===== config.mk =====
export PLATFORM = sky130hd
export DESIGN_NAME = ps2_voice_alloc
export DESIGN_NICKNAME = d
export VERILOG_FILES = /design/src/rtl/synth_kbd_pkg.sv /design/src/rtl/ps2_prefix_parser.sv /design/src/rtl/ps2_voice_alloc.sv
export SDC_FILE = /design/constraint.sdc
export NUM_CORES = 1
export LEC_CHECK = 0
export CORE_UTILIZATION = 25
export CTS_BUF_LIST = sky130_fd_sc_hd__clkbuf_4 sky130_fd_sc_hd__clkbuf_8
export DETAILED_ROUTE_END_ITERATION = 8
export PLACE_DENSITY = 0.43
export SYNTH_ARGS = -nofsm -noshare
export SYNTH_HDL_FRONTEND = slang
export SYNTH_SLANG_ARGS = --single-unit

===== constraint.sdc =====
create_clock -name clk -period 2.3 [get_ports clk]
set_input_delay 0.46 -clock clk [delete_from_list [all_inputs] [get_ports clk]]
set_output_delay 0.46 -clock clk [all_outputs]
set_load 0.02 [all_outputs]

===== src/rtl/synth_kbd_pkg.sv =====
// Shared constants, parser state type and scan-code helpers for the
// keyboard synthesizer front end.
package synth_kbd_pkg;

    localparam logic [7:0] SC_BREAK = 8'hF0;
    localparam logic [7:0] SC_EXT   = 8'hE0;
    localparam logic [7:0] SC_FREE  = 8'hF0;
    localparam int         NUM_CH   = 4;

    typedef enum logic [1:0] {
        ST_IDLE,
        ST_EXT,
        ST_BRK,
        ST_EXT_BRK
    } parser_state_t;

    // Keyboard status/response bytes that never start a key event.
    function automatic logic is_ignored(input logic [7:0] code);
        logic ign;
        case (code)
            8'h00, 8'hAA, 8'hEE, 8'hFA,
            8'hFC, 8'hFD, 8'hFE, 8'hFF: ign = 1'b1;
            default:                    ign = 1'b0;
        endcase
        return ign;
    endfunction

endpackage


===== src/rtl/ps2_prefix_parser.sv =====
// PS/2 byte parser: tracks E0/F0 prefixes, discards extended keys and
// stale prefixes, and emits registered one-cycle make/break strobes.
module ps2_prefix_parser #(
    parameter int PREFIX_TIMEOUT = 1000000
) (
    input  logic       clk,
    input  logic       reset,
    input  logic [7:0] rx_data,
    input  logic       rx_valid,
    output logic       make_stb,
    output logic       break_stb,
    output logic [7:0] code
);
    import synth_kbd_pkg::*;

    localparam int CNT_W = (PREFIX_TIMEOUT > 1) ? $clog2(PREFIX_TIMEOUT) : 1;
    localparam logic [CNT_W-1:0] CNT_LAST = CNT_W'(PREFIX_TIMEOUT - 1);

    parser_state_t    state;
    logic [CNT_W-1:0] cnt;

    // Prefix FSM with idle timeout; strobes are registered and last one cycle.
    always_ff @(posedge clk) begin
        if (reset) begin
            state     <= ST_IDLE;
            cnt       <= '0;
            make_stb  <= 1'b0;
            break_stb <= 1'b0;
        end else begin
            make_stb  <= 1'b0;
            break_stb <= 1'b0;
            if (rx_valid) begin
                // Every byte seen outside IDLE changes state, so the
                // counter can simply restart on any byte.
                cnt <= '0;
                case (state)
                    ST_IDLE: begin
                        if (rx_data == SC_EXT) begin
                            state <= ST_EXT;
                        end else if (rx_data == SC_BREAK) begin
                            state <= ST_BRK;
                        end else if (!is_ignored(rx_data)) begin
                            make_stb <= 1'b1;
                            code     <= rx_data;
                        end
                    end
                    ST_EXT: begin
                        state <= (rx_data == SC_BREAK) ? ST_EXT_BRK : ST_IDLE;
                    end
                    ST_BRK: begin
                        state <= ST_IDLE;
                        if (rx_data != SC_EXT && rx_data != SC_BREAK) begin
                            break_stb <= 1'b1;
                            code      <= rx_data;
                        end
                    end
                    default: begin
                        state <= ST_IDLE;
                    end
                endcase
            end else if (state != ST_IDLE) begin
                if (cnt == CNT_LAST) begin
                    state <= ST_IDLE;
                    cnt   <= '0;
                end else begin
                    cnt <= cnt + 1'b1;
                end
            end
        end
    end

endmodule


===== src/rtl/ps2_voice_alloc.sv =====
// PS/2 keyboard voice allocator: parses key events and assigns held keys
// to four voice channels (8'hF0 marks a free channel).
// Optional build macro VOICE_STEAL_EN: when defined, a make with all
// channels busy steals the oldest channel instead of being dropped.
module ps2_voice_alloc #(
    parameter int NUM_CH         = 4,
    parameter int PREFIX_TIMEOUT = 1000000
) (
    input  logic       clk,
    input  logic       reset,
    input  logic [7:0] rx_data,
    input  logic       rx_valid,
    output logic [7:0] scan_code1,
    output logic [7:0] scan_code2,
    output logic [7:0] scan_code3,
    output logic [7:0] scan_code4,
    output logic [3:0] ch_busy,
    output logic       overflow
);
    import synth_kbd_pkg::*;

    localparam int IDX_W = $clog2(NUM_CH);

    logic                      make_stb;
    logic                      break_stb;
    logic [7:0]                code;
    logic [NUM_CH-1:0][7:0]    chan;
    logic [NUM_CH-1:0]         busy;
    logic [NUM_CH-1:0]         hit;
    logic                      any_free;
    logic [IDX_W-1:0]          free_idx;

    ps2_prefix_parser #(
        .PREFIX_TIMEOUT(PREFIX_TIMEOUT)
    ) u_parser (
        .clk       (clk),
        .reset     (reset),
        .rx_data   (rx_data),
        .rx_valid  (rx_valid),
        .make_stb  (make_stb),
        .break_stb (break_stb),
        .code      (code)
    );

    // Channel occupancy, code matches and lowest-numbered free channel.
    always_comb begin
        any_free = 1'b0;
        free_idx = '0;
        busy     = '0;
        hit      = '0;
        for (int i = NUM_CH - 1; i >= 0; i--) begin
            busy[i] = (chan[i] != SC_FREE);
            hit[i]  = busy[i] && (chan[i] == code);
            if (!busy[i]) begin
                any_free = 1'b1;
                free_idx = IDX_W'(i);
            end
        end
    end

`ifdef VOICE_STEAL_EN
    logic [NUM_CH-1:0][1:0] age;
    logic [IDX_W-1:0]       old_idx;
    logic [1:0]             old_age;

    // Oldest channel by allocation age; strict compare keeps ties on the lowest index.
    always_comb begin
        old_idx = '0;
        old_age = age[0];
        for (int i = 1; i < NUM_CH; i++) begin
            if (age[i] > old_age) begin
                old_idx = IDX_W'(i);
                old_age = age[i];
            end
        end
    end

    // Allocation ages: the newly loaded channel restarts, other busy ones age up to 3.
    always_ff @(posedge clk) begin
        if (reset) begin
            age <= '0;
        end else if (make_stb && !(|hit)) begin
            for (int i = 0; i < NUM_CH; i++) begin
                if (IDX_W'(i) == (any_free ? free_idx : old_idx)) begin
                    age[i] <= 2'd0;
                end else if (busy[i] && age[i] != 2'd3) begin
                    age[i] <= age[i] + 2'd1;
                end
            end
        end else if (break_stb) begin
            for (int i = 0; i < NUM_CH; i++) begin
                if (hit[i]) begin
                    age[i] <= 2'd0;
                end
            end
        end
    end
`endif

    // Channel table, busy flags and overflow pulse; written only on make/break/reset.
    always_ff @(posedge clk) begin
        if (reset) begin
            for (int i = 0; i < NUM_CH; i++) begin
                chan[i] <= SC_FREE;
            end
            ch_busy  <= '0;
            overflow <= 1'b0;
        end else begin
            overflow <= 1'b0;
            if (make_stb) begin
                if (|hit) begin
                    // Typematic repeat of a key already sounding.
                end else if (any_free) begin
                    chan[free_idx]    <= code;
                    ch_busy[free_idx] <= 1'b1;
                end else begin
                    overflow <= 1'b1;
`ifdef VOICE_STEAL_EN
                    chan[old_idx] <= code;
`endif
                end
            end else if (break_stb) begin
                for (int i = 0; i < NUM_CH; i++) begin
                    if (hit[i]) begin
                        chan[i]    <= SC_FREE;
                        ch_busy[i] <= 1'b0;
                    end
                end
            end
        end
    end

    assign scan_code1 = chan[0];
    assign scan_code2 = chan[1];
    assign scan_code3 = chan[2];
    assign scan_code4 = chan[3];

endmodule


==> out/results.txt, run 1 <==
Run status - completed
Router iterations before antenna repair - 6
Hold-fix buffers, CTS - 0
Die width - 116.9 microns
Max Freq - 0.4824 GHz
First-pass GRT wire length - 14,900 microns
# H-tree levels - 3
ANT cells - 0
Top Ports - 48
WS Path Type - in -> reg
Pin count of the biggest net entering global routing - 20
Net switching power figure - 0.0006758 W
Seq/Total Area, Yosys - 44.24%
Initial Util - 25.86%
Critical path arrival - 2.14 ns
Placer Congestion - 0.7509
Share of cells above drive strength 1 - 10.14%
Vias - 2,828
Setup crit start kind - input pin
Worst min path class - reg -> reg
R2r setup slk - 0.25 ns
Post-Synthesis Cells - 351
Reg2Reg Depth - 6
Commonest cells in the netlist - dfxtp_1, xor2_1, nand2_1, nor2_1, nand3_1
FF-to-FF Start - u_parser.code[4]
VDD IR max - 0.3265 mV
Vias in the first global route - 2,793
Clock sinks - 69
Final setup vio count - 0
DP Wirelength - 6776 microns
CTS-repair resized insts - 0
Setup Skew - 0.007998 ns
Syn Nets - 363
CP Capture Type - register
Final non-filler cell total - 586
Synth area leader - dfxtp_1
Die height - 116.9 microns
Hold Crit Depth - 2
Max Cap Viol - 0
Comb pwr share - 11.3%
Initial antenna violation count - 0
Final slew viol count - 0
Area growth from synthesis to layout - 29.39%
DRC Markers - 0
Int Pwr - 0.001981 W
Ranking of synthesized cells by area - dfxtp_1, xor2_1, edfxtp_1, nand2_1, o32a_1
Sequential power share - 48.7%
Cell area after synthesis - 3303 sq um
Row count - 41
Async SR Flop Fraction - 0%
FF+latch count, synth - 69
Gr usage total - 14.90%
Clk network pwr share - 40.0%
Clock root cell - clkbuf_8
Syn Area/Cell - 9.411 sq um
Worst Max-Slew Pin Slew - 0.5406 ns
Dpl cell area - 4060 sq um
Port Buffer Count - 47
Post-synth top area share - 36.97%
Gr ovfl total - 0
Die area - 13,680 sq um
LEAKAGE - 1.421 nW
Final WL - 9213 microns
Fin crit share - 90.12%
Dominant synthesized flop cell - dfxtp_1
Post-place setup slack - -0.1443 ns
Placed cell count - 570
Number of synthesis warnings - 0
Hold_sp - ch_busy[2]
Clock Path Buffers - 2
Cell variety after synth - 45
Skew-Pair Late Insertion Delay - 0.36 ns
CP max FO - 8
CP required - 2.37 ns
Vias per cell - 4.826
CTS Buf Count - 9
Core area - 12,770 sq um
Final Critical Period - 2.073 ns
Crit Reg-Reg Endpoint - scan_code2[6]
Number of flops mapped to enable cells by yosys - 8
Fin worst setup slack - 0.2272 ns
DRT iter0 DRCs - 164
CTS tree - yes
RSZ-0062 raised after global routing - no
Slew headroom - 63.63%
Finished Core Util - 33.46%
Detail Route Antenna Nets - 0
Sw Ratio - 25.43%
Power per cell area - 621.7 nW/um^2
Hold Path Sink - ch_busy[2]
Setup_tns - 0 ns
Routed len/inst - 15.72 microns
Final Hold Vio Count - 0
Final instance area - 4274 sq um
Most frequent cell after synthesis - dfxtp_1
Final nets - 421
Reg clk slew, reported paths - 0.07 ns
Post-CTS Setup Inserts - 0
==> area by class of cell <==
class,count,area [sq um]
clock inverter,3,41.29
fill,1341,8499
inverter,12,45.04
clock buffer,13,172.7
timing repair buffer,66,638.1
multi-input combinational,251,1700
tap,172,215.2
sequential,69,1461
==> logic make-up (layout without fill, tap and decap cells) <==
family          after synthesis  in the layout  share of synthesized area, %
simple gates                141            141                         23.60
flops                        69             69                         44.24
compound gates               60             60                         14.32
xor+xnor                     48             48                         12.73
buf+inv                      31             94                         4.432
fa+ha+maj                     2              2                        0.6818
==> sequential cells by signal, summed over array words and instances (netlist names), 2 cells and up <==
register,count
ch_busy,4
scan_code2,8
scan_code3,8
scan_code4,8
u_parser.code,8
u_parser.cnt,20
u_parser.state,2
scan_code1,8
==> routing by layer <==
metal | track usage, % | vias to the layer above | wire length, microns
li1 | - | 1410 | -
met1 | 19.26 | 1345 | 4279
met2 | 23.63 | 62 | 4270
met3 | 3.347 | 11 | 517
met4 | 6.920 | 0 | 146
met5 | 0 | - | 0
==> placed cells by master, fill, tap and decap left out, drive strengths merged, types with 5 or more instances in the layout <==
cell type,n
or3,6
o21ai,9
o32a,12
edfxtp,8
clkdlybuf4s50,47
nor3,6
nor2,29
nor4,14
and4,5
xor2,38
o41ai,9
nor2b,5
nand2,35
buf,19
a21oi,5
inv,13
nand4,10
xnor2,10
clkbuf,13
o31ai,9
dfxtp,61
nor4b,6
nand3,19
==> power groups by stage <==
stage / clock (W) / combinational (W) / sequential, W
after detailed placement: 0 / 0.000301 / 0.00132
after floorplan: 0 / 0.000161 / 0.00132
after CTS: 0.00113 / 0.000302 / 0.00129
after global routing: 0.00118 / 0.000327 / 0.00130
final: 0.00106 / 0.000299 / 0.00129
after global placement: 0 / 0.000298 / 0.00132
==> critical path, cell delays in order <==
cell	delay, ns
clkdlybuf4s50_1	0.42
nor2b_1	0.15
maj3_1	0.35
a22oi_1	0.18
o21ai_0	0.16
a211oi_2	0.23
buf_4	0.19
==> through the flow <==
step	hold WS [ns]	power, W
floorplan	0.4489	0.001481
global placement	0.4489	0.001620
detailed placement	0.4526	0.001623
CTS	0.4707	0.002721
global route	0.4990	0.002807
finish	0.4592	0.002657
==> how the worst max path moves through the flow <==
stage	start	end	depth (start not counted)
after global routing	u_parser.code[4]	scan_code4[6]	6
after detailed placement	rx_data[1]	u_parser.code[0]	7
after global placement	rx_data[1]	u_parser.code[6]	7
after floorplan	rx_data[1]	u_parser.code[0]	5
final	rx_data[1]	u_parser.code[6]	7
after CTS	u_parser.code[4]	scan_code4[5]	6
Power figures use the tool's default switching activity.
==> run 2: changes to the inputs <==
CAP_MARGIN = 20   (was default)
CORE_UTILIZATION = 40   (was 25)
PLACE_DENSITY = 0.63   (was 0.43)
==> out/results.txt, run 2 (synthesized netlist as in run 1, its figures left out) <==
Die width - 92.88 microns
Most common cell after layout, fill and taps aside - dfxtp_1
Max Freq - 0.4676 GHz
RSZ-0062 raised after global routing - no
Core area - 7848 sq um
Max reg flops - 20
Row count - 32
Placer Congestion - 0.8260
Final WL - 8439 microns
Final Critical Period - 2.139 ns
Gr ovfl total - 0
Commonest cells after routing, fill and taps aside - dfxtp_1, clkdlybuf4s50_1, xor2_1
Slew headroom - 57.68%
Port Buffer Count - 47
Die height - 92.88 microns
DRT iter0 DRCs - 121
Final slew viol count - 0
CTS tree - yes
Run status - completed
Final nets - 421
CTS Buf Count - 9
Final non-filler cell total - 516
DRC Markers - 0
Routed len/inst - 16.35 microns
Vias per cell - 5.638
Reg with most FFs - u_parser.cnt
Area growth from synthesis to layout - 26.36%
VDD IR max - 0.3877 mV
Clock Path Buffers - 2
Share of cells above drive strength 1 - 10.63%
Clock root cell - clkbuf_8
# H-tree levels - 3
Gr usage total - 20.65%
Setup crit start kind - register
Initial antenna violation count - 0
WS Path Type - reg -> reg
Fin crit share - 92.98%
ANT cells - 0
Reg2Reg Depth - 5
Vias in the first global route - 2,816
Reg clk slew, reported paths - 0.08 ns
Hold Crit Depth - 2
DP Wirelength - 5843 microns
Max Cap Viol - 0
CP required - 2.52 ns
Placed cell count - 499
Die area - 8626 sq um
Worst min path class - reg -> reg
First-pass GRT wire length - 13,580 microns
CP Capture Type - register
Detail Route Antenna Nets - 0
Critical path arrival - 2.36 ns
CP max FO - 19
Skew-Pair Late Insertion Delay - 0.35 ns
Initial Util - 42.09%
Pin count of the biggest net entering global routing - 38
Vias - 2,909
Final Hold Vio Count - 0
Final setup vio count - 0
Power per cell area - 621.4 nW/um^2
Finished Core Util - 53.19%
Setup Skew - 0.01136 ns
Worst Max-Slew Pin Slew - 0.6335 ns
Top Ports - 48
LEAKAGE - 1.411 nW
Clock sinks - 69
Router iterations before antenna repair - 4
## run 2: metrics by stage
stage / hold slack, ns / setup WS (ns) / total power (W) / cell area, sq um / setup TNS [ns]
2_1_floorplan: 0.4489 / 0.2125 / 0.001481 / 3308 / 0
3_3_place_gp: 0.4390 / -0.1084 / 0.001614 / 3940 / -0.8670
3_5_place_dp: 0.4517 / -0.1093 / 0.001616 / 3940 / -0.8804
4_1_cts: 0.4680 / 0.08594 / 0.002619 / 4140 / 0
5_1_grt: 0.4942 / 0.03563 / 0.002698 / 4174 / 0
6_report: 0.4564 / 0.1614 / 0.002594 / 4174 / 0
## run 2: power by group
| part | total, W | switching [W] | internal (W) |
|---|---|---|---|
| Sequential | 0.00129 | 0.0000467 | 0.00125 |
| Combinational | 0.000303 | 0.000167 | 0.000136 |
| Clock | 0.000997 | 0.000446 | 0.000551 |
| Total | 0.00259 | 0.000660 | 0.00193 |
## run 2: timing repair
item / in CTS / in global routing
hold buffers: 0 / 0
setup buffers: 0 / 0
resized for setup: 0 / 3
endpoints found under the setup margin: 0 / 18
## run 2: worst paths after layout
path	start	end	slack, ns
max	u_parser.code[6]	ch_busy[1]	0.16
min	ch_busy[2]	ch_busy[2]	0.46
max reg2reg	u_parser.code[6]	ch_busy[1]	0.16
min reg2reg	ch_busy[2]	ch_busy[2]	0.46
## run 2: cell type report
class | instances | area (sq um)
clock buffers | 12 | 152.6
clock inverters | 4 | 47.55
fillers | 751 | 3674
inverters | 12 | 45.04
multi-input cells | 252 | 1734
flip-flops and latches | 69 | 1461
well taps | 102 | 127.6
repair buffers | 65 | 605.6
## run 2: metal layers
metal  share of wire (%)  track usage, %
met1                  43           24.87
met2                  48           33.52
met3                 7.0           5.665
met4                 2.6           10.64
met5                   0               0
## run 2: worst max-delay path, stage by stage, from the launching register on
cell	delay, ns
edfxtp_1	0.55
xor2_1	0.20
nor4_1	0.47
nand3_1	0.30
nand4_4	0.34
o21ai_0	0.16
